==> config.mk <==
export PLATFORM = sky130hd
export DESIGN_NAME = id_regfile_sb
export DESIGN_NICKNAME = d
export VERILOG_FILES = /design/src/rtl/regfile_pkg.sv /design/src/rtl/regfile_pend_ctr.sv /design/src/rtl/id_regfile_sb.sv
export SDC_FILE = /design/constraint.sdc
export NUM_CORES = 2
export LEC_CHECK = 0
export CORE_MARGIN = 2
export CORE_UTILIZATION = 40
export CTS_BUF_LIST = sky130_fd_sc_hd__clkbuf_16
export DETAILED_ROUTE_END_ITERATION = 8
export PLACE_DENSITY = 0.67
export SYNTH_ARGS = -nofsm -noshare
export SYNTH_HDL_FRONTEND = slang
export SYNTH_SLANG_ARGS = --single-unit
==> constraint.sdc <==
create_clock -name clk -period 3.1 [get_ports clk]
set_input_delay 0.62 -clock clk [delete_from_list [all_inputs] [get_ports clk]]
set_output_delay 0.62 -clock clk [all_outputs]
set_load 0.005 [all_outputs]
==> src/rtl/regfile_pkg.sv <==
// Shared defaults, address-width helper and word typedefs for the decode-stage register file.
package regfile_pkg;
   localparam int XLEN_DEF  = 32;
   localparam int NREGS_DEF = 32;

   function automatic int addr_w(input int n);
      return (n <= 2) ? 1 : $clog2(n);
   endfunction

   localparam int AW_DEF = addr_w(NREGS_DEF);

   typedef logic [AW_DEF-1:0]   reg_addr_t;
   typedef logic [XLEN_DEF-1:0] data_t;
endpackage

==> src/rtl/regfile_pend_ctr.sv <==
// Saturating up/down pending-write counter for one architectural register.
module regfile_pend_ctr #(
   parameter int W = 2
) (
   input  logic         clk,
   input  logic         rst,
   input  logic         clr,
   input  logic         inc,
   input  logic         dec,
   output logic [W-1:0] count,
   output logic         is_max
);
   assign is_max = (count == '1);

   // Simultaneous inc and dec cancel; dec at zero is a late writeback and is ignored.
   always_ff @(posedge clk) begin
      if (rst || clr) begin
         count <= '0;
      end else if (inc && !dec && !is_max) begin
         count <= count + 1'b1;
      end else if (dec && !inc && count != '0) begin
         count <= count - 1'b1;
      end
   end
endmodule

==> src/rtl/id_regfile_sb.sv <==
// Decode-stage register file with per-register pending-write scoreboard.
// Define REGFILE_BYPASS_EN to forward the current writeback to same-cycle reads.
module id_regfile_sb
   import regfile_pkg::*;
#(
   parameter  int XLEN   = XLEN_DEF,
   parameter  int NREGS  = NREGS_DEF,
   parameter  int NRD    = 2,
   parameter  int PEND_W = 2,
   localparam int AW     = addr_w(NREGS)
) (
   input  logic              clk,
   input  logic              rst,
   input  logic [NRD*AW-1:0] rs_addr,
   output logic [NRD*XLEN-1:0] rdata,
   output logic [NRD-1:0]    rs_busy,
   input  logic              rsv_valid,
   input  logic [AW-1:0]     rsv_rd,
   output logic              rsv_ready,
   input  logic              wb_valid,
   input  logic [AW-1:0]     wb_rd,
   input  logic [XLEN-1:0]   wb_data,
   input  logic              flush
);
   logic [XLEN-1:0]   regs     [NREGS];
   logic [PEND_W-1:0] pend     [NREGS];
   logic              pend_max [NREGS];
   logic              wb_hit;
   logic              rsv_fire;

   assign wb_hit   = wb_valid && (wb_rd != '0);
   assign rsv_fire = rsv_valid && rsv_ready && (rsv_rd != '0);

   // A full counter can still take a reservation if a writeback to it retires this cycle.
   assign rsv_ready = !rst && !flush &&
                      ((rsv_rd == '0) || !pend_max[rsv_rd] || (wb_valid && wb_rd == rsv_rd));

   // x0 is never written, so regs[0] stays at its reset value of zero.
   always_ff @(posedge clk) begin
      if (rst) begin
         for (int r = 0; r < NREGS; r++) regs[r] <= '0;
      end else if (wb_hit) begin
         regs[wb_rd] <= wb_data;
      end
   end

   assign pend[0]     = '0;
   assign pend_max[0] = 1'b0;

   for (genvar r = 1; r < NREGS; r++) begin : g_pend
      regfile_pend_ctr #(.W(PEND_W)) u_ctr (
         .clk    (clk),
         .rst    (rst),
         .clr    (flush),
         .inc    (rsv_fire && (rsv_rd == AW'(r))),
         .dec    (wb_hit && (wb_rd == AW'(r))),
         .count  (pend[r]),
         .is_max (pend_max[r])
      );
   end

   for (genvar i = 0; i < NRD; i++) begin : g_port
      logic [AW-1:0] addr;
      logic          byp_hit;

      assign addr = rs_addr[i*AW +: AW];
`ifdef REGFILE_BYPASS_EN
      assign byp_hit = wb_hit && (wb_rd == addr);
`else
      assign byp_hit = 1'b0;
`endif
      assign rdata[i*XLEN +: XLEN] = rst ? '0 : (byp_hit ? wb_data : regs[addr]);
      // The last outstanding value on the writeback bus releases the consumer now.
      assign rs_busy[i] = !rst && (addr != '0) && (pend[addr] != '0) &&
                          !(byp_hit && pend[addr] == PEND_W'(1));
   end
endmodule

==> metrics.md <==
| Metric | Value |
|---|---|
| Leakage | `25.62 nW` |
| Site Rows | `140` |
| Largest family of logic cells by synthesized area | `multiplexers` |
| Synth Area in XOR/XNOR | `0.001044` |
| Slew Limit Fails | `0` |
| WS Path Type | `input pin to output pin` |
| Layout area overhead | `23.78%` |
| # setup viols final | `51` |
| Multiplexer area fraction after synthesis | `0.2650` |
| Synth Register Bits | `1,086` |
| DR vias | `39,190` |
| Vias in the first global route | `39,520` |
| Cell count after synthesis | `3,871` |
| Critical path capture point type | `output pin` |
| Register area share after synthesis | `0.5446` |
| Adder-cell share of the synthesized area | `0` |
| Share of layout cells above drive strength 1 | `0.3630` |
| Post-Synthesis Cell Area | `58,750 um^2` |
| Reg2reg path depth | `10` |
| Max-slew headroom | `0.2980` |
| CTS tree | `built` |
| DR pass1 iterations | `5` |
| Max-cap violations | `0` |
| Failing checks | `setup timing` |
| Post-Syn Area per Cell | `15.18 um^2` |
| Detailed placer's ending HPWL | `128,000 um` |
| GRT overflow | `0` |
| Design area | `72,710 um^2` |
| First-pass GRT wire length | `288,300 um` |
| Netlist cell types | `51` |
| Core area | `145,700 um^2` |
| Port bufs | `123` |
| Worst-Skew Late Latency | `740 ps` |
| Num Clock Sinks | `1,086` |
| EDFF count, synth | `1,024` |
| 1st-iter DRT viols | `5,493` |
| IO Count | `124` |
| VDD IR-drop max | `0.4845 mV` |
| Hold bufs inserted after CTS | `0` |
| Placed cell count | `6,004` |
| Post-synth top flop | `edfxtp_1` |
| Largest net degree at the start of global routing | `36` |
| Arrival time worst endpoint | `2800 ps` |
| HP Class | `input pin to register` |
| CTS H-tree depth | `3` |
| Initial core utilization | `0.4031` |
| Post-Route WL | `203,400 um` |
| Syn. warnings | `0` |
| Die H | `387.2 um` |
| Post-DRT Antenna Nets | `0` |
| Routed WL per cell | `32.07 um` |
| Final GP Congestion | `0.9086` |
| Tmin final | `3419 ps` |
| Final Worst Setup Slack | `-319.4 ps` |
| Required time of the critical path | `2480 ps` |
| Gr usage total | `0.2687` |
| Status | `finished with violations` |
| Hold depth | `1` |
| Achievable frequency | `292.5 MHz` |
| Non-Filler Instances | `6,344` |
| Residual DRC | `0` |
| Die span in x | `387.2 um` |
| Final period utilization | `1.103` |
| Die ar. | `149,900 um^2` |
| DR vias/cell | `6.178` |
| Final worst clock skew | `36.70 ps` |
| Critical Path Fanout Max | `7` |
| Pwr Density | `500.2 nW/um^2` |
| Clock edge transition at the registers on the reported setup and hold paths | `60 ps` |
| Longest Clk Path Bufs | `3` |
| Fraction of the mapped netlist area in simple logic gates | `0.1413` |
| Measured slew at the worst slew-check pin | `1050 ps` |
| Async S/R FF share, synth | `0` |
| CTS Root Cell | `clkbuf_16` |
| Fin. Hold Viols | `0` |
| Initial antenna violation count | `21` |
| # fillers | `11,970` |
| Nets@finish | `4,371` |
| Setup TNS | `-8827 ps` |
| Placed instance area | `66,780 um^2` |
| CP Launch Type | `input pin` |
| TritonCTS buffer count | `114` |
| RSZ-0062 raised after global routing | `yes` |
| Compound-Gate Fraction of Synth Area | `0.02132` |
[layout make-up]
class	instances	area (um^2)	area share
timing repair buffer	684	8519	0.1172
multi-input combinational	2427	25990	0.3574
tap	1917	2399	0.03299
clock inverter	97	780.7	0.01074
clock buffer	118	2953	0.04061
inverter	1	3.754	0.00005162
antenna	14	35.03	0.0004818
sequential	1086	32030	0.4405
[report_power, final]
group          internal, mW  switching (mW)
registers              16.8           0.416
logic                  2.71            2.61
clock network          7.78            6.03
[synthesized netlist by cell type, drive strengths merged, types with 13 or more instances]
cell type  count  area share
dfxtp         62       0.021
nand2         62      0.0040
nand2b        45      0.0048
mux2i        151       0.026
mux4         624        0.24
or2           19      0.0020
nand3         27      0.0023
a31oi         13      0.0014
clkbuf       288       0.018
nor2         159       0.010
buf          100      0.0083
nor3          55      0.0048
a211oi        41      0.0052
and2        1000        0.11
and3          13      0.0014
o21a          27      0.0035
o21ai         46      0.0040
edfxtp      1024        0.52
a21oi         44      0.0037
[critical path, stage by stage]
cell     delay, ps
buf_16         130
buf_16         150
buf_12         140
buf_8          130
buf_16         120
buf_12          90
mux4_2         480
mux4_2         480
mux2i_2        220
nor2_1          70
buf_2          140
[cell families (layout without fill, tap and decap cells)]
group / after synthesis / after routing
compound gates: 194 / 194
xor+xnor: 7 / 7
buf+inv: 389 / 900
flops: 1086 / 1086
mux: 775 / 775
other cells: 1 / 46
simple gates: 1419 / 1419
[through the flow]
step           hold WS [ps]    util  power, mW  setup WS [ps]
6_report              364.4  0.4989      36.38         -319.4
5_1_grt               360.8  0.4988      37.21         -369.9
4_1_cts               323.8  0.4953      36.31         -358.3
3_5_place_dp          484.3  0.4582      22.41          -1025
3_3_place_gp          469.8  0.4582      22.32         -985.9
2_1_floorplan         451.0       -      20.07        -0.7681
[flip-flops by register name, indices dropped and copies added, names as in the netlist]
| register | flops |
|---|---|
| g_pend.u_ctr.count | 62 |
| regs | 1024 |
[cells in the final DEF (no fill, tap or decap), types with 24 or more instances in the layout]
cell,count
edfxtp_1,1024
and2_1,995
mux4_2,624
buf_4,290
buf_12,187
clkbuf_16,122
nor2_1,114
mux2i_1,105
nand2_1,61
buf_2,47
buf_6,45
o21ai_0,44
clkdlybuf4s50_1,44
nor3_1,43
a21oi_1,43
dfxtp_1,36
a211oi_1,35
conb_1,32
nand2b_1,30
inv_1,30
clkinv_1,30
mux2i_2,29
buf_16,28
nand3_1,27
o21a_1,27
nor2_4,24
[metal layers]
layer | part of all wire | GRT usage | up-vias
met4 | 0.056 | 0.1400 | 2
met1 | 0.36 | 0.3398 | 20270
met3 | 0.10 | 0.05053 | 583
met5 | 0.000064 | 0 | -
met2 | 0.48 | 0.4412 | 2509
li1 | - | - | 15820
[repair_timing]
| item | CTS | global route |
|---|---|---|
| cloned | 18 | 4 |
| pin swaps | 22 | 28 |
| setup buffers | 69 | 38 |
| resized for setup | 436 | 109 |
| setup endpoints to repair | 67 | 59 |
[final timing paths]
path / startpoint / endpoint / slack [ps]
max: rs_addr[0] / rdata[6] / -320
min: rst / regs[0][27] / 360
max reg2reg: g_pend[8].u_ctr.count[0] / g_pend[2].u_ctr.count[0] / 570
min reg2reg: g_pend[9].u_ctr.count[0] / g_pend[9].u_ctr.count[0] / 480
Note: power is estimated with default switching activity, not from simulation.
